### config.mk
export PLATFORM = sky130hd
export DESIGN_NAME = eddy_sample_conditioner
export DESIGN_NICKNAME = d
export VERILOG_FILES = /design/src/rtl/eddy_sample_conditioner.sv
export SDC_FILE = /design/constraint.sdc
export NUM_CORES = 1
export LEC_CHECK = 0
export CORE_MARGIN = 2
export CORE_UTILIZATION = 55
export DETAILED_ROUTE_END_ITERATION = 16
export DONT_BUFFER_PORTS = 1
export PLACE_DENSITY_LB_ADDON = 0.12
export SYNTH_ARGS = -nofsm -noshare
export SYNTH_HDL_FRONTEND = slang
export SYNTH_SLANG_ARGS = --single-unit
### constraint.sdc
create_clock -name clk -period 2.4 [get_ports clk]
set_input_delay 0.24 -clock clk [delete_from_list [all_inputs] [get_ports clk]]
set_output_delay 0.24 -clock clk [all_outputs]
set_load 0.01 [all_outputs]
### src/rtl/eddy_sample_conditioner.sv
// eddy_sample_conditioner
//   Sits directly after the eddy-current SPI master. Each rising edge of the
//   master's done level captures one X/Y conversion. The block removes the
//   calibration offset with saturation, averages 2^AVG_LOG2 corrected samples
//   and hands the averaged pair to the register layer over valid/ready.
//
// Ports
//   clk, rst_n          clock, asynchronous active-low reset
//   enable              1 = accept samples, 0 = flush partial average and idle
//   done                SPI master done level (sensor_x/y valid while high)
//   sensor_x/y          raw signed samples
//   offset_x/y          signed calibration offsets (quasi-static)
//   out_x/y, out_valid  averaged result and its valid flag
//   out_ready           consumer accepts when out_valid & out_ready
//   sample_cnt          number of captured raw samples (wraps)
//   overrun             sticky drop indicator, cleared by clr_overrun
module eddy_sample_conditioner #(
    parameter int AVG_LOG2 = 2,
    parameter int DATA_W   = 18
) (
    input  logic                     clk,
    input  logic                     rst_n,
    input  logic                     enable,
    input  logic                     done,
    input  logic signed [DATA_W-1:0] sensor_x,
    input  logic signed [DATA_W-1:0] sensor_y,
    input  logic signed [DATA_W-1:0] offset_x,
    input  logic signed [DATA_W-1:0] offset_y,
    output logic signed [DATA_W-1:0] out_x,
    output logic signed [DATA_W-1:0] out_y,
    output logic                     out_valid,
    input  logic                     out_ready,
    output logic [15:0]              sample_cnt,
    output logic                     overrun,
    input  logic                     clr_overrun
);

    // Accumulator holds the exact sum of 2^AVG_LOG2 full-range samples.
    localparam int AW = DATA_W + AVG_LOG2;
    localparam int CW = (AVG_LOG2 > 0) ? AVG_LOG2 : 1;
    localparam logic [CW-1:0] AVG_LAST = CW'((1 << AVG_LOG2) - 1);

    typedef enum logic [1:0] {IDLE, CORR, ACCUM, OUT} state_t;

    // Offset subtraction done one bit wider, then clamped back to DATA_W.
    function automatic logic signed [DATA_W-1:0] sat_sub(
        input logic signed [DATA_W-1:0] a,
        input logic signed [DATA_W-1:0] b
    );
        logic signed [DATA_W:0] diff;
        diff = {a[DATA_W-1], a} - {b[DATA_W-1], b};
        if (diff[DATA_W] != diff[DATA_W-1])
            sat_sub = diff[DATA_W] ? {1'b1, {(DATA_W-1){1'b0}}}
                                   : {1'b0, {(DATA_W-1){1'b1}}};
        else
            sat_sub = diff[DATA_W-1:0];
    endfunction

    // Floor-rounded mean: arithmetic shift of the exact sum.
    function automatic logic signed [DATA_W-1:0] avg_of(input logic signed [AW-1:0] sum);
        avg_of = DATA_W'(sum >>> AVG_LOG2);
    endfunction

    state_t                   state_q;
    logic                     done_q;
    logic signed [DATA_W-1:0] raw_x_q, raw_y_q;
    logic signed [DATA_W-1:0] corr_x_q, corr_y_q;
    logic signed [AW-1:0]     acc_x_q, acc_y_q;
    logic [CW-1:0]            avg_cnt_q;
    logic signed [DATA_W-1:0] out_x_q, out_y_q;
    logic                     out_valid_q;
    logic [15:0]              sample_cnt_q;
    logic                     overrun_q;

    logic                     rise;
    logic                     ovr_set;
    logic signed [DATA_W-1:0] corr_x_d, corr_y_d;
    logic signed [AW-1:0]     acc_x_d, acc_y_d;
    logic signed [DATA_W-1:0] res_x_d, res_y_d;

    assign rise = done & ~done_q;

    always_comb begin
        corr_x_d = sat_sub(raw_x_q, offset_x);
        corr_y_d = sat_sub(raw_y_q, offset_y);
        acc_x_d  = acc_x_q + AW'(corr_x_q);
        acc_y_d  = acc_y_q + AW'(corr_y_q);
        res_x_d  = avg_of(acc_x_q);
        res_y_d  = avg_of(acc_y_q);
        // Drops: a rise the FSM cannot take, or a finished result that finds
        // the output register still occupied.
        ovr_set  = enable & ((rise & (state_q != IDLE)) |
                             ((state_q == OUT) & out_valid_q & ~out_ready));
    end

    always_ff @(posedge clk or negedge rst_n) begin
        if (!rst_n) begin
            state_q      <= IDLE;
            done_q       <= 1'b0;
            raw_x_q      <= '0;
            raw_y_q      <= '0;
            corr_x_q     <= '0;
            corr_y_q     <= '0;
            acc_x_q      <= '0;
            acc_y_q      <= '0;
            avg_cnt_q    <= '0;
            out_x_q      <= '0;
            out_y_q      <= '0;
            out_valid_q  <= 1'b0;
            sample_cnt_q <= '0;
            overrun_q    <= 1'b0;
        end else begin
            done_q <= done;

            // Acceptance clears valid; a load in OUT below overrides this.
            if (out_valid_q && out_ready)
                out_valid_q <= 1'b0;

            if (!enable) begin
                state_q   <= IDLE;
                acc_x_q   <= '0;
                acc_y_q   <= '0;
                avg_cnt_q <= '0;
            end else begin
                case (state_q)
                    IDLE: begin
                        if (rise) begin
                            raw_x_q      <= sensor_x;
                            raw_y_q      <= sensor_y;
                            sample_cnt_q <= sample_cnt_q + 16'd1;
                            state_q      <= CORR;
                        end
                    end
                    CORR: begin
                        corr_x_q <= corr_x_d;
                        corr_y_q <= corr_y_d;
                        state_q  <= ACCUM;
                    end
                    ACCUM: begin
                        acc_x_q <= acc_x_d;
                        acc_y_q <= acc_y_d;
                        if (avg_cnt_q == AVG_LAST) begin
                            state_q <= OUT;
                        end else begin
                            avg_cnt_q <= avg_cnt_q + CW'(1);
                            state_q   <= IDLE;
                        end
                    end
                    OUT: begin
                        if (!out_valid_q || out_ready) begin
                            out_x_q     <= res_x_d;
                            out_y_q     <= res_y_d;
                            out_valid_q <= 1'b1;
                        end
                        acc_x_q   <= '0;
                        acc_y_q   <= '0;
                        avg_cnt_q <= '0;
                        state_q   <= IDLE;
                    end
                    default: state_q <= IDLE;
                endcase
            end

            // Clear has priority over a same-cycle set.
            if (clr_overrun)
                overrun_q <= 1'b0;
            else if (ovr_set)
                overrun_q <= 1'b1;
        end
    end

    assign out_x      = out_x_q;
    assign out_y      = out_y_q;
    assign out_valid  = out_valid_q;
    assign sample_cnt = sample_cnt_q;
    assign overrun    = overrun_q;

endmodule

==> results of run 1 <==
[flip-flops by register name (all words and copies together), names as in the netlist]
register,flops
corr_x_q,18
out_x,18
raw_x_q,18
corr_y_q,18
state_q,2
overrun,1
acc_y_q,20
out_valid,1
done_q,1
avg_cnt_q,2
out_y,18
sample_cnt,16
acc_x_q,20
raw_y_q,18
[power by group through the flow]
stage | Combinational, mW | Sequential, mW | Clock, mW
2_1_floorplan | 2.85 | 3.71 | 0
3_3_place_gp | 3.76 | 3.88 | 0
3_5_place_dp | 3.83 | 3.90 | 0
4_1_cts | 4.30 | 3.86 | 2.80
5_1_grt | 5.44 | 3.98 | 2.92
6_report | 4.94 | 3.90 | 2.74
[layer usage]
layer  vias up  wire length, µm  share of wire  GRT usage
met5         -                0              0          0
met4         0              395          0.017     0.0705
met3        33             1250          0.053     0.0602
met2       194            10400           0.44      0.363
met1      3846            11600           0.49      0.355
li1       4002                -              -          -
[placed cells by master, fill, tap and decap left out, types with 6 or more instances in the layout]
master | Yosys | layout
sky130_fd_sc_hd__clkbuf_16 | 0 | 17
sky130_fd_sc_hd__buf_6 | 0 | 18
sky130_fd_sc_hd__dfrtp_1 | 171 | 169
sky130_fd_sc_hd__o21bai_1 | 8 | 8
sky130_fd_sc_hd__nor2b_1 | 13 | 6
sky130_fd_sc_hd__a22o_1 | 7 | 7
sky130_fd_sc_hd__ha_1 | 76 | 60
sky130_fd_sc_hd__or3_1 | 7 | 7
sky130_fd_sc_hd__nor2_1 | 46 | 44
sky130_fd_sc_hd__mux2_2 | 70 | 69
sky130_fd_sc_hd__a21oi_2 | 1 | 28
sky130_fd_sc_hd__o21ai_0 | 88 | 47
sky130_fd_sc_hd__a21o_1 | 22 | 22
sky130_fd_sc_hd__o21ai_1 | 19 | 22
sky130_fd_sc_hd__xnor2_1 | 44 | 40
sky130_fd_sc_hd__nand2_1 | 101 | 101
sky130_fd_sc_hd__o21a_1 | 10 | 9
sky130_fd_sc_hd__o21ai_2 | 2 | 37
sky130_fd_sc_hd__nand2b_1 | 19 | 17
sky130_fd_sc_hd__o211ai_1 | 7 | 7
sky130_fd_sc_hd__nand3_1 | 17 | 16
sky130_fd_sc_hd__nor3_1 | 12 | 11
sky130_fd_sc_hd__dlygate4sd3_1 | 0 | 40
sky130_fd_sc_hd__a21oi_1 | 73 | 42
sky130_fd_sc_hd__buf_4 | 3 | 126
sky130_fd_sc_hd__inv_1 | 58 | 56
sky130_fd_sc_hd__xor2_1 | 26 | 26
sky130_fd_sc_hd__ha_4 | 0 | 15
[worst max-delay path, cell delays in order (launching register included)]
cell,delay (ns)
sky130_fd_sc_hd__dfrtp_1,0.41
sky130_fd_sc_hd__ha_4,0.17
sky130_fd_sc_hd__fa_2,0.37
sky130_fd_sc_hd__a21oi_4,0.17
sky130_fd_sc_hd__o22ai_4,0.09
sky130_fd_sc_hd__o41ai_4,0.41
sky130_fd_sc_hd__o21a_1,0.23
sky130_fd_sc_hd__o21ai_2,0.07
sky130_fd_sc_hd__a31o_2,0.26
sky130_fd_sc_hd__a21oi_2,0.12
sky130_fd_sc_hd__xor2_1,0.15
sky130_fd_sc_hd__o21ai_1,0.06
[cells by family after synthesis]
group                      Yosys count  share of synthesized area
and+or+nand+nor                    245                      0.113
xor gates and xnor gates            71                     0.0621
muxes                               74                     0.0818
DFF                                171                      0.423
adders and majority gates           81                      0.103
buffers and inverters               90                     0.0351
AOI/OAI and AO/OA                  291                      0.182
[what timing repair did]
item | 4_1_cts | 5_1_grt
cloned | 4 | 0
pin swaps | 74 | 70
buffers inserted | 19 | 20
endpoints found under the setup margin | 49 | 52
hold endpoints to repair | 212 | 171
gates resized for setup | 86 | 88
[synthesized netlist by cell type (all sizes together), types with 6 or more instances]
library cell / instances
a211oi: 7
a21o: 22
a21oi: 75
a22o: 7
and2: 6
buf: 9
clkbuf: 23
dfrtp: 171
ha: 76
inv: 58
mux2: 70
nand2: 101
nand2b: 19
nand3: 17
nor2: 46
nor2b: 13
nor3: 13
o211ai: 8
o21a: 10
o21ai: 109
o21bai: 8
or3: 7
xnor2: 45
xor2: 26
[through the flow]
stage	setup WS, ns	instances	utilization	power (mW)
final	-0.262	1439	0.736	11.6
after global routing	-0.377	1439	0.736	12.3
after CTS	-0.215	1421	0.705	11.0
after detailed placement	-0.288	1330	0.626	7.72
after global placement	-0.212	1330	0.626	7.64
after floorplan	-0.102	1023	-	6.56
[cell type report]
| cell class | instances | area [µm²] | share of cell area |
|---|---|---|---|
| Clock buffer | 21 | 450 | 0.0339 |
| Clock inverter | 8 | 121 | 0.00914 |
| Inverter | 58 | 218 | 0.0164 |
| Multi-Input combinational cell | 764 | 6300 | 0.474 |
| Sequential cell | 171 | 4280 | 0.323 |
| Tap cell | 229 | 287 | 0.0216 |
| Timing Repair Buffer | 188 | 1620 | 0.122 |
[worst max path at each step]
stage                            from                       to  slack [ns]  cells after the start
6_report       acc_x_q[0]$_DFFE_PN0P_  acc_x_q[18]$_DFFE_PN0P_       -0.26                     11
3_5_place_dp   raw_x_q[1]$_DFFE_PN0P_  corr_x_q[1]$_DFFE_PN0P_       -0.29                     10
5_1_grt        acc_x_q[0]$_DFFE_PN0P_  acc_x_q[18]$_DFFE_PN0P_       -0.38                     11
2_1_floorplan  acc_x_q[0]$_DFFE_PN0P_  acc_x_q[18]$_DFFE_PN0P_       -0.10                     11
4_1_cts        acc_x_q[0]$_DFFE_PN0P_  acc_x_q[18]$_DFFE_PN0P_       -0.21                     11
3_3_place_gp   raw_x_q[1]$_DFFE_PN0P_  corr_x_q[0]$_DFFE_PN0P_       -0.21                     10
==> impl_results.html, run 1 <==
<table>
<tr><th>Metric</th><th>Value</th></tr>
<tr><th colspan="2">Global routing</th></tr>
<tr><td>Pin count of the biggest net entering global routing</td><td>roughly 170</td></tr>
<tr><td>Total routing resource utilization after global routing</td><td>0.244</td></tr>
<tr><td>Vias in the first global route</td><td>8,012</td></tr>
<tr><td>Remaining Overflow, GRT</td><td>0</td></tr>
<tr><td>Antenna violations before repair</td><td>0</td></tr>
<tr><td>Global-route wire length before repair</td><td>39.1 mm</td></tr>
<tr><th colspan="2">Power and ir drop</th></tr>
<tr><td>Maximum vdd ir drop</td><td>between 0.5 and 0.6 mV</td></tr>
<tr><td>Cell Pwr Density</td><td>roughly 870 nW/µm²</td></tr>
<tr><td>Relative contribution of combinational cells to total power</td><td>0.426</td></tr>
<tr><td>Sequential cell fraction of total power</td><td>0.337</td></tr>
<tr><td>Leakage power</td><td>6.30 nW</td></tr>
<tr><td>Part of the power in the clock network</td><td>0.237</td></tr>
<tr><td>Power Internal</td><td>~7.5 mW</td></tr>
<tr><td>Net switching fraction of the power</td><td>0.354</td></tr>
<tr><td>Net Switching</td><td>between 4 and 5 mW</td></tr>
<tr><th colspan="2">Clock tree</th></tr>
<tr><td>CTS sink count</td><td>171</td></tr>
<tr><td>Htree depth</td><td>4</td></tr>
<tr><td>Register clock-pin slew on the reported worst setup and hold paths</td><td>0.06 ns</td></tr>
<tr><td>Root buffer selected by CTS</td><td>sky130_fd_sc_hd__clkbuf_16</td></tr>
<tr><td>Max Root-Sink Buffers</td><td>2</td></tr>
<tr><td>CTS Buf Count</td><td>17</td></tr>
<tr><td>Hold_buf cts</td><td>40</td></tr>
<tr><td>Clock Latency Late Sink</td><td>between 0.4 and 0.5 ns</td></tr>
<tr><td>Clock tree from TritonCTS</td><td>built</td></tr>
<tr><th colspan="2">Status</th></tr>
<tr><td>Run status</td><td>complete, but fails checks</td></tr>
<tr><td>Violations in the final reports</td><td>negative hold slack, negative setup slack</td></tr>
<tr><th colspan="2">Synthesis</th></tr>
<tr><td>Post-synthesis instance area</td><td>between 10,000 and 15,000 µm²</td></tr>
<tr><td>Async set or reset register ratio after synthesis</td><td>1.00</td></tr>
<tr><td>Number of distinct standard cells referenced by the synthesized netlist</td><td>70</td></tr>
<tr><td>EDFF count, synth</td><td>0</td></tr>
<tr><td>Cell type with the highest aggregate area in the netlist</td><td>sky130_fd_sc_hd__dfrtp_1</td></tr>
<tr><td>Post-Syn Instances</td><td>1,023</td></tr>
<tr><td>Number of synthesized register bits</td><td>171</td></tr>
<tr><td>Warnings, synthesis</td><td>0</td></tr>
<tr><td>Most instantiated flip-flop cell in the synthesis netlist</td><td>sky130_fd_sc_hd__dfrtp_1</td></tr>
<tr><td>Average cell area after synthesis</td><td>slightly below 10 µm²</td></tr>
<tr><td>Synthesized netlist net count</td><td>1,181</td></tr>
<tr><td>Share of the synthesized area in the top cell type</td><td>0.423</td></tr>
<tr><td>Fraction of the yosys area taken by sequential cells</td><td>0.423</td></tr>
<tr><td>Dominant cells by area after synthesis</td><td>sky130_fd_sc_hd__dfrtp_1 (42%), sky130_fd_sc_hd__ha_1 (9.4%), sky130_fd_sc_hd__mux2_2 (7.8%), sky130_fd_sc_hd__o21ai_0 (4.3%), sky130_fd_sc_hd__xnor2_1 (3.8%)</td></tr>
<tr><th colspan="2">Floorplan</th></tr>
<tr><td>Total Die Area</td><td>just under 20,000 µm²</td></tr>
<tr><td>Chip Height</td><td>between 100 and 150 µm</td></tr>
<tr><td>Floorplan Core Area</td><td>between 15,000 and 20,000 µm²</td></tr>
<tr><td>Starting utilization of the core area</td><td>0.562</td></tr>
<tr><td>Die Width</td><td>about 140 µm</td></tr>
<tr><td>Placement row count</td><td>49</td></tr>
<tr><td>Number of top-level design ports</td><td>approximately 130</td></tr>
<tr><th colspan="2">Timing</th></tr>
<tr><td>Summed negative setup slack over all endpoints</td><td>-6.63 ns</td></tr>
<tr><td>Period Utilization, post-route</td><td>1.11</td></tr>
<tr><td>Unrepaired setup endpoints after global routing</td><td>yes</td></tr>
<tr><td>Normalized max-slew margin</td><td>0.451</td></tr>
<tr><td>Shortest period the worst path allows</td><td>2.66 ns</td></tr>
<tr><td>Fin. Hold Viols</td><td>~170</td></tr>
<tr><td>Final worst hold slack</td><td>-0.482 ns</td></tr>
<tr><td>Actual slew at the worst max-slew pin</td><td>approximately 0.8 ns</td></tr>
<tr><td>Highest achievable clock rate</td><td>376 MHz</td></tr>
<tr><td>Post-route worst setup slack</td><td>-0.262 ns</td></tr>
<tr><td>Final setup violating endpoints</td><td>between 40 and 50</td></tr>
<tr><td>Clock tree skew after final layout</td><td>0.0107 ns</td></tr>
<tr><td>Fin. max-slew vios</td><td>0</td></tr>
<tr><th colspan="2">Critical path</th></tr>
<tr><td>Slack of the worst reg-to-reg path</td><td>-0.26 ns</td></tr>
<tr><td>Crit path required time</td><td>between 2 and 3 ns</td></tr>
<tr><td>Arrival time reported for the critical path endpoint</td><td>between 2 and 3 ns</td></tr>
<tr><td>Kind of start point of the critical path</td><td>flop</td></tr>
<tr><td>Path depth of the worst reg2reg path</td><td>11</td></tr>
<tr><td>End of the worst register-to-register path</td><td>acc_x_q[18]$_DFFE_PN0P_</td></tr>
<tr><td>Critical path class</td><td>flop to flop</td></tr>
<tr><td>Startpoint of the worst-slack reg-to-reg timing path</td><td>acc_x_q[0]$_DFFE_PN0P_</td></tr>
<tr><td>Highest net fanout along the worst path</td><td>3</td></tr>
<tr><td>Type of destination of the critical path</td><td>flop</td></tr>
<tr><th colspan="2">Cells and area</th></tr>
<tr><td>Antenna cell count</td><td>0</td></tr>
<tr><td>Area delta synth-&gt;final</td><td>31.1%</td></tr>
<tr><td>Area of all placed cells without fillers</td><td>roughly 13,000 µm²</td></tr>
<tr><td>Layout cell share with drive strength beyond 1</td><td>0.324</td></tr>
<tr><td>Fillers</td><td>1,278</td></tr>
<tr><td>Nets</td><td>roughly 1,400</td></tr>
<tr><th colspan="2">Run</th></tr>
<tr><td>Max-cap violations</td><td>0</td></tr>
<tr><th colspan="2">Placed design</th></tr>
<tr><td>Total of buffers placed on input and output ports</td><td>0</td></tr>
<tr><td>Post-Place Cell Area</td><td>about 11,000 µm²</td></tr>
<tr><td>Final HPWL DP</td><td>15.8 mm</td></tr>
<tr><td>Last weighted congestion value of the routability-driven placer</td><td>about 0.89</td></tr>
<tr><th colspan="2">Detailed routing</th></tr>
<tr><td>WL final</td><td>23.7 mm</td></tr>
<tr><td>Number of iterations in the first detailed-routing pass</td><td>4</td></tr>
<tr><td>Count of nets left with antenna violations after detail routing</td><td>0</td></tr>
<tr><td>Drt drc</td><td>0</td></tr>
<tr><td>Count of vias placed by the detailed router</td><td>about 8,100</td></tr>
<tr><td>Via density per instance</td><td>around 5.6</td></tr>
<tr><td>Average detailed-routed wire length per instance</td><td>approximately 16 µm</td></tr>
<tr><td>Starting DRT DRC Count</td><td>350</td></tr>
<tr><th colspan="2">Min path</th></tr>
<tr><td>Worst hold-check path type</td><td>input port to asynchronous set/reset pin</td></tr>
</table>
(Power assumes the default switching activity.)
==> inputs of run 2 (changes only) <==
Settings changed: GPL_TIMING_DRIVEN set to 0.
==> run 2 against run 1 <==
  * The flow still finishes with violations (negative hold slack, negative setup slack)
  * Non-clock buffer count fell by 54
  * Flip-flop and latch count is the same
  * Setup slack lost 0.0061 ns
  * Combinational power fell by 11%
  * Clock-buffer cell count down 2
  * Die area unchanged
  * Critical path type unchanged
  * Largest cell class unchanged
==> impl_results.html, run 2 (same netlist as run 1, synthesis figures left out) <==
<table>
<tr><th>Metric</th><th>Value</th></tr>
<tr><th colspan="2">Critical path</th></tr>
<tr><td>Arrival time reported for the critical path endpoint</td><td>2.99 ns</td></tr>
<tr><td>Path depth of the worst reg2reg path</td><td>12</td></tr>
<tr><td>Startpoint of the worst-slack reg-to-reg timing path</td><td>raw_y_q[0]$_DFFE_PN0P_</td></tr>
<tr><td>Slack of the worst reg-to-reg path</td><td>-0.27 ns</td></tr>
<tr><td>Highest net fanout along the worst path</td><td>6</td></tr>
<tr><td>End of the worst register-to-register path</td><td>corr_y_q[12]$_DFFE_PN0P_</td></tr>
<tr><td>Type of destination of the critical path</td><td>flop</td></tr>
<tr><td>Kind of start point of the critical path</td><td>flop</td></tr>
<tr><td>Critical path class</td><td>flop to flop</td></tr>
<tr><td>Crit path required time</td><td>roughly 2.7 ns</td></tr>
<tr><th colspan="2">Clock tree</th></tr>
<tr><td>Hold_buf cts</td><td>40</td></tr>
<tr><td>CTS sink count</td><td>around 170</td></tr>
<tr><td>Htree depth</td><td>4</td></tr>
<tr><td>Max Root-Sink Buffers</td><td>2</td></tr>
<tr><td>Root buffer selected by CTS</td><td>sky130_fd_sc_hd__clkbuf_16</td></tr>
<tr><td>Clock tree from TritonCTS</td><td>built</td></tr>
<tr><td>Clock Latency Late Sink</td><td>between 0.4 and 0.5 ns</td></tr>
<tr><td>Register clock-pin slew on the reported worst setup and hold paths</td><td>around 0.070 ns</td></tr>
<tr><td>CTS Buf Count</td><td>17</td></tr>
<tr><th colspan="2">Detailed routing</th></tr>
<tr><td>Average detailed-routed wire length per instance</td><td>between 15 and 20 µm</td></tr>
<tr><td>Count of nets left with antenna violations after detail routing</td><td>0</td></tr>
<tr><td>Count of vias placed by the detailed router</td><td>7,896</td></tr>
<tr><td>Starting DRT DRC Count</td><td>between 300 and 400</td></tr>
<tr><td>Number of iterations in the first detailed-routing pass</td><td>5</td></tr>
<tr><td>WL final</td><td>approximately 24 mm</td></tr>
<tr><td>Drt drc</td><td>0</td></tr>
<tr><td>Via density per instance</td><td>about 5.7</td></tr>
<tr><th colspan="2">Timing</th></tr>
<tr><td>Fin. max-slew vios</td><td>0</td></tr>
<tr><td>Period Utilization, post-route</td><td>1.11</td></tr>
<tr><td>Actual slew at the worst max-slew pin</td><td>0.629 ns</td></tr>
<tr><td>Summed negative setup slack over all endpoints</td><td>-7.97 ns</td></tr>
<tr><td>Fin. Hold Viols</td><td>roughly 170</td></tr>
<tr><td>Normalized max-slew margin</td><td>0.581</td></tr>
<tr><td>Clock tree skew after final layout</td><td>between 0.01 and 0.015 ns</td></tr>
<tr><td>Post-route worst setup slack</td><td>-0.268 ns</td></tr>
<tr><td>Final setup violating endpoints</td><td>47</td></tr>
<tr><td>Highest achievable clock rate</td><td>approximately 370 MHz</td></tr>
<tr><td>Final worst hold slack</td><td>-0.495 ns</td></tr>
<tr><td>Shortest period the worst path allows</td><td>between 2 and 3 ns</td></tr>
<tr><td>Unrepaired setup endpoints after global routing</td><td>yes</td></tr>
<tr><th colspan="2">Floorplan</th></tr>
<tr><td>Die Width</td><td>140 µm</td></tr>
<tr><td>Number of top-level design ports</td><td>between 100 and 150</td></tr>
<tr><td>Total Die Area</td><td>between 15,000 and 20,000 µm²</td></tr>
<tr><td>Starting utilization of the core area</td><td>0.562</td></tr>
<tr><td>Placement row count</td><td>49</td></tr>
<tr><td>Floorplan Core Area</td><td>between 15,000 and 20,000 µm²</td></tr>
<tr><td>Chip Height</td><td>between 100 and 150 µm</td></tr>
<tr><th colspan="2">Power and ir drop</th></tr>
<tr><td>Maximum vdd ir drop</td><td>between 0.6 and 0.7 mV</td></tr>
<tr><td>Leakage power</td><td>approximately 5.9 nW</td></tr>
<tr><td>Overall power after layout</td><td>roughly 11 mW</td></tr>
<tr><td>Cell Pwr Density</td><td>between 900 and 1000 nW/µm²</td></tr>
<tr><th colspan="2">Cells and area</th></tr>
<tr><td>Layout Cells excl Fill</td><td>1,386</td></tr>
<tr><td>Layout cell share with drive strength beyond 1</td><td>0.260</td></tr>
<tr><td>Antenna cell count</td><td>0</td></tr>
<tr><td>Leading cell type in the layout, fill and taps excluded</td><td>sky130_fd_sc_hd__dfrtp_1</td></tr>
<tr><td>Most frequent cells in the layout</td><td>sky130_fd_sc_hd__dfrtp_1 (167), sky130_fd_sc_hd__nand2_1 (101), sky130_fd_sc_hd__mux2_2 (69)</td></tr>
<tr><td>Area delta synth-&gt;final</td><td>25.6%</td></tr>
<tr><td>Nets</td><td>around 1,300</td></tr>
<tr><td>Biggest regs</td><td>acc_x_q: 20 flops, acc_y_q: 20 flops</td></tr>
<tr><th colspan="2">Global routing</th></tr>
<tr><td>Remaining Overflow, GRT</td><td>0</td></tr>
<tr><td>Vias in the first global route</td><td>a little under 8,000</td></tr>
<tr><td>Pin count of the biggest net entering global routing</td><td>172</td></tr>
<tr><td>Antenna violations before repair</td><td>0</td></tr>
<tr><td>Total routing resource utilization after global routing</td><td>0.240</td></tr>
<tr><td>Global-route wire length before repair</td><td>about 38 mm</td></tr>
<tr><th colspan="2">Placed design</th></tr>
<tr><td>Total of buffers placed on input and output ports</td><td>0</td></tr>
<tr><td>Last weighted congestion value of the routability-driven placer</td><td>between 0.8 and 0.9</td></tr>
<tr><td>Final HPWL DP</td><td>~16 mm</td></tr>
<tr><td>Instance count after placement with tap cells included</td><td>about 1,300</td></tr>
<tr><td>Setup slack after placement</td><td>-0.406 ns</td></tr>
<tr><th colspan="2">Min path</th></tr>
<tr><td>Worst hold-check path type</td><td>input port to asynchronous set/reset pin</td></tr>
<tr><th colspan="2">Run</th></tr>
<tr><td>Max-cap violations</td><td>0</td></tr>
<tr><th colspan="2">Status</th></tr>
<tr><td>Violations in the final reports</td><td>negative hold slack, negative setup slack</td></tr>
<tr><td>Run status</td><td>complete, but fails checks</td></tr>
</table>
[run 2: worst max-delay path by stage]
stage | from | endpoint | slack (ns) | depth (start not counted)
after floorplan | acc_x_q[0]$_DFFE_PN0P_ | acc_x_q[18]$_DFFE_PN0P_ | -0.10 | 11
after global placement | state_q[1]$_DFFE_PN0P_ | sample_cnt[15]$_DFFE_PN0P_ | -0.46 | 9
after detailed placement | state_q[1]$_DFFE_PN0P_ | sample_cnt[11]$_DFFE_PN0P_ | -0.41 | 9
after CTS | raw_y_q[0]$_DFFE_PN0P_ | corr_y_q[7]$_DFFE_PN0P_ | -0.26 | 12
after global routing | raw_y_q[0]$_DFFE_PN0P_ | corr_y_q[10]$_DFFE_PN0P_ | -0.40 | 12
final | raw_y_q[0]$_DFFE_PN0P_ | corr_y_q[12]$_DFFE_PN0P_ | -0.27 | 12
[run 2: report_power, final]
part | total, mW | switching (mW) | internal, mW
logic | 4.41 | 2.35 | 2.05
clock network | 3.20 | 1.15 | 2.05
registers | 3.88 | 0.493 | 3.39
total | 11.5 | 3.99 | 7.50
[run 2: repair_timing]
action / in CTS / in global routing
buffers inserted: 36 / 29
resized for setup: 95 / 56
setup endpoints to repair: 89 / 82
hold endpoints to repair: 212 / 171
gates cloned: 4 / 1
pin swaps: 68 / 46
[run 2: per-stage QoR]
stage / instance area [µm²] / utilization / hold slack (ns)
finish: 12700 / 0.705 / -0.495
global route: 12700 / 0.705 / -0.514
CTS: 12300 / 0.685 / -0.506
detailed placement: 10600 / 0.588 / -0.0492
global placement: 10600 / 0.588 / -0.0481
floorplan: 10300 / - / -0.0556
[run 2: final cells by class]
| type | instances | area, µm² |
|---|---|---|
| buffer | 31 | 168 |
| timing repair buffer | 103 | 921 |
| tap | 229 | 287 |
| clock inverter | 12 | 245 |
| sequential | 171 | 4280 |
| clock buffer | 19 | 433 |
| fill | 1330 | 5310 |
| inverter | 58 | 218 |
| multi-input combinational | 763 | 6160 |
[run 2: critical path: stages (launching register included)]
cell                        delay, ns
sky130_fd_sc_hd__dfrtp_1         0.37
sky130_fd_sc_hd__inv_2           0.08
sky130_fd_sc_hd__ha_4            0.14
sky130_fd_sc_hd__fa_2            0.19
sky130_fd_sc_hd__nand2b_4        0.14
sky130_fd_sc_hd__a21oi_4         0.07
sky130_fd_sc_hd__o31ai_4         0.24
sky130_fd_sc_hd__a2111oi_4       0.13
sky130_fd_sc_hd__o311ai_2        0.32
sky130_fd_sc_hd__a21oi_4         0.15
sky130_fd_sc_hd__buf_6           0.14
sky130_fd_sc_hd__maj3_2          0.32
sky130_fd_sc_hd__mux2_4          0.26
[run 2: per-layer routing]
layer  track usage  routed length, µm  vias to the layer above
li1              -                  -                     3891
met2         0.372              10700                      197
met1         0.341              11400                     3786
met3        0.0588               1220                       22
met5             0                  0                        -
met4        0.0574                235                        0
==> inputs of run 3 (changes only) <==
Settings changed: PLACE_DENSITY set to 0.74, PLACE_DENSITY_LB_ADDON 0.12 to not set.
==> run 3 against run 2 <==
  * The run still ends with negative hold slack, negative setup slack left
  * Highest routed layer unchanged
  * Sequential share of layout area shrank 0.34 points
  * Largest cell class unchanged
  * Clock skew is essentially flat
  * Clock power is essentially flat
  * Clock-buffer cell count grew 2
  * Register-to-register slack lost 0.04 ns
  * Power grew 1.8%
==> impl_results.html, run 3 (same netlist as run 1, synthesis figures left out) <==
<table>
<tr><th>Metric</th><th>Value</th></tr>
<tr><th colspan="2">Status</th></tr>
<tr><td>Run status</td><td>complete, but fails checks</td></tr>
<tr><td>Violations in the final reports</td><td>negative hold slack, negative setup slack</td></tr>
<tr><th colspan="2">Critical path</th></tr>
<tr><td>Crit path required time</td><td>roughly 2.7 ns</td></tr>
<tr><td>Critical path class</td><td>flop to flop</td></tr>
<tr><td>Kind of start point of the critical path</td><td>flop</td></tr>
<tr><td>Arrival time reported for the critical path endpoint</td><td>roughly 3 ns</td></tr>
<tr><td>Startpoint of the worst-slack reg-to-reg timing path</td><td>acc_y_q[0]$_DFFE_PN0P_</td></tr>
<tr><td>Type of destination of the critical path</td><td>flop</td></tr>
<tr><td>Highest net fanout along the worst path</td><td>2</td></tr>
<tr><td>CP startpoint</td><td>acc_y_q[0]$_DFFE_PN0P_</td></tr>
<tr><th colspan="2">Cells and area</th></tr>
<tr><td>Area of all placed cells without fillers</td><td>around 13,000 µm²</td></tr>
<tr><td>Layout cell share with drive strength beyond 1</td><td>0.268</td></tr>
<tr><td>Biggest regs</td><td>acc_x_q: 20 flops, acc_y_q: 20 flops</td></tr>
<tr><td>Post-layout utilization of the core</td><td>0.713</td></tr>
<tr><td>Area delta synth-&gt;final</td><td>26.8%</td></tr>
<tr><td>Nets</td><td>between 1,000 and 1,500</td></tr>
<tr><td>Most frequent cells in the layout</td><td>sky130_fd_sc_hd__dfrtp_1 (167), sky130_fd_sc_hd__nand2_1 (101), sky130_fd_sc_hd__mux2_2 (69)</td></tr>
<tr><td>Leading cell type in the layout, fill and taps excluded</td><td>sky130_fd_sc_hd__dfrtp_1</td></tr>
<tr><td>Antenna cell count</td><td>0</td></tr>
<tr><th colspan="2">Timing</th></tr>
<tr><td>Period Utilization, post-route</td><td>1.13</td></tr>
<tr><td>Unrepaired setup endpoints after global routing</td><td>yes</td></tr>
<tr><td>Post-route worst setup slack</td><td>-0.305 ns</td></tr>
<tr><td>Highest achievable clock rate</td><td>between 300 and 400 MHz</td></tr>
<tr><td>Normalized max-slew margin</td><td>0.556</td></tr>
<tr><td>Summed negative setup slack over all endpoints</td><td>-6.23 ns</td></tr>
<tr><td>Actual slew at the worst max-slew pin</td><td>between 0.6 and 0.7 ns</td></tr>
<tr><td>Shortest period the worst path allows</td><td>between 2 and 3 ns</td></tr>
<tr><td>Clock tree skew after final layout</td><td>between 0.01 and 0.015 ns</td></tr>
<tr><td>Fin. Hold Viols</td><td>between 150 and 200</td></tr>
<tr><td>Final setup violating endpoints</td><td>between 40 and 50</td></tr>
<tr><td>Fin. max-slew vios</td><td>0</td></tr>
<tr><td>Final worst hold slack</td><td>-0.491 ns</td></tr>
<tr><th colspan="2">Detailed routing</th></tr>
<tr><td>Via density per instance</td><td>between 5 and 6</td></tr>
<tr><td>Drt drc</td><td>0</td></tr>
<tr><td>Number of iterations in the first detailed-routing pass</td><td>5</td></tr>
<tr><td>Average detailed-routed wire length per instance</td><td>between 15 and 20 µm</td></tr>
<tr><td>Starting DRT DRC Count</td><td>407</td></tr>
<tr><td>WL final</td><td>around 25 mm</td></tr>
<tr><td>Count of nets left with antenna violations after detail routing</td><td>0</td></tr>
<tr><td>Count of vias placed by the detailed router</td><td>8,150</td></tr>
<tr><th colspan="2">Power and ir drop</th></tr>
<tr><td>Maximum vdd ir drop</td><td>just under 0.5 mV</td></tr>
<tr><td>Leakage power</td><td>slightly below 6 nW</td></tr>
<tr><td>Overall power after layout</td><td>about 12 mW</td></tr>
<tr><td>Relative contribution of combinational cells to total power</td><td>0.394</td></tr>
<tr><td>Cell Pwr Density</td><td>a little over 900 nW/µm²</td></tr>
<tr><td>Net Switching</td><td>slightly above 4 mW</td></tr>
<tr><td>Sequential cell fraction of total power</td><td>0.333</td></tr>
<tr><td>Power Internal</td><td>around 7.6 mW</td></tr>
<tr><td>Part of the power in the clock network</td><td>0.272</td></tr>
<tr><td>Net switching fraction of the power</td><td>0.349</td></tr>
<tr><th colspan="2">Floorplan</th></tr>
<tr><td>Die Width</td><td>140 µm</td></tr>
<tr><td>Starting utilization of the core area</td><td>0.562</td></tr>
<tr><td>Floorplan Core Area</td><td>between 15,000 and 20,000 µm²</td></tr>
<tr><td>Placement row count</td><td>49</td></tr>
<tr><td>Chip Height</td><td>around 140 µm</td></tr>
<tr><td>Number of top-level design ports</td><td>132</td></tr>
<tr><td>Total Die Area</td><td>19,500 µm²</td></tr>
<tr><th colspan="2">Clock tree</th></tr>
<tr><td>Register clock-pin slew on the reported worst setup and hold paths</td><td>around 0.06 ns</td></tr>
<tr><td>Clock Latency Late Sink</td><td>0.43 ns</td></tr>
<tr><td>CTS Buf Count</td><td>17</td></tr>
<tr><td>Max Root-Sink Buffers</td><td>2</td></tr>
<tr><td>CTS sink count</td><td>between 150 and 200</td></tr>
<tr><td>Hold_buf cts</td><td>40</td></tr>
<tr><td>Htree depth</td><td>4</td></tr>
<tr><td>Clock tree from TritonCTS</td><td>built</td></tr>
<tr><td>Root buffer selected by CTS</td><td>sky130_fd_sc_hd__clkbuf_16</td></tr>
<tr><th colspan="2">Global routing</th></tr>
<tr><td>Pin count of the biggest net entering global routing</td><td>around 170</td></tr>
<tr><td>Vias in the first global route</td><td>roughly 7,900</td></tr>
<tr><td>Remaining Overflow, GRT</td><td>0</td></tr>
<tr><td>Antenna violations before repair</td><td>0</td></tr>
<tr><td>Global-route wire length before repair</td><td>39.2 mm</td></tr>
<tr><td>Total routing resource utilization after global routing</td><td>0.245</td></tr>
<tr><th colspan="2">Min path</th></tr>
<tr><td>Worst hold-check path type</td><td>input port to asynchronous set/reset pin</td></tr>
<tr><th colspan="2">Placed design</th></tr>
<tr><td>Final HPWL DP</td><td>~16 mm</td></tr>
<tr><td>Post-Place Cell Area</td><td>around 11,000 µm²</td></tr>
<tr><td>Last weighted congestion value of the routability-driven placer</td><td>0.893</td></tr>
<tr><td>Total of buffers placed on input and output ports</td><td>0</td></tr>
<tr><th colspan="2">Run</th></tr>
<tr><td>Max-cap violations</td><td>0</td></tr>
</table>
run 3: cell types whose count changed in the layout (fill, tap and decap cells not counted), sizes merged:
| cell | change |
|---|---|
| clkbuf | +3 |
| bufinv | -1 |
| clkinv | -2 |
| clkinvlp | +1 |
run 3: final timing paths:
path / end / slack, ns / cells past startpoint
max: acc_y_q[18]$_DFFE_PN0P_ / -0.30 / 11
min: raw_y_q[11]$_DFFE_PN0P_ / -0.49 / 0
max reg2reg: acc_y_q[18]$_DFFE_PN0P_ / -0.30 / 11
min reg2reg: corr_x_q[6]$_DFFE_PN0P_ / 0.51 / 2
max in group asynchronous: acc_x_q[2]$_DFFE_PN0P_ / 2.68 / 0
min in group clk: out_valid$_DFF_PN0_ / 0.03 / 2
run 3: cell type report:
class	instances	area [µm²]
clock buffer	21	470
clock inverter	10	213
timing repair buffer	104	948
fill	1267	5180
buffer	31	173
sequential	171	4280
multi-input combinational	763	6250
inverter	58	218
tap	229	287
run 3: per-layer routing:
metal	GRT usage	vias up	wire [µm]
li1	-	3910	-
met2	0.385	228	11600
met3	0.0533	38	1380
met5	0	-	0
met4	0.0721	0	414
met1	0.344	3974	11300
run 3: power by group through the flow:
stage	clock network [mW]	registers (mW)	logic, mW
2_1_floorplan	0	3.71	2.85
3_3_place_gp	0	3.85	3.34
3_5_place_dp	0	3.87	3.42
4_1_cts	3.22	3.85	3.97
5_1_grt	3.33	3.96	5.06
6_report	3.18	3.90	4.61
run 3: through the flow:
step / cells / worst slack (ns)
4_1_cts: 1360 / -0.253
3_5_place_dp: 1252 / -0.390
3_3_place_gp: 1252 / -0.359
6_report: 1387 / -0.305
5_1_grt: 1387 / -0.394
2_1_floorplan: 1023 / -0.102
run 3: repair_timing:
action                                 4_1_cts  5_1_grt
cloned                                       4        2
resized for setup                           89       78
endpoints found under the hold margin      212      171
pin swaps                                   54       48
setup endpoints to repair                   97       85
buffers inserted                            34       28
run 3: critical path: stages, from the launching register on:
cell                       delay, ns
sky130_fd_sc_hd__dfrtp_1        0.39
sky130_fd_sc_hd__ha_2           0.20
sky130_fd_sc_hd__fa_2           0.35
sky130_fd_sc_hd__a21o_1         0.19
sky130_fd_sc_hd__a21oi_2        0.16
sky130_fd_sc_hd__o21ai_1        0.09
sky130_fd_sc_hd__o211ai_1       0.14
sky130_fd_sc_hd__a21oi_2        0.11
sky130_fd_sc_hd__a211o_1        0.34
sky130_fd_sc_hd__a221oi_2       0.34
sky130_fd_sc_hd__xor2_1         0.20
sky130_fd_sc_hd__o21ai_1        0.07
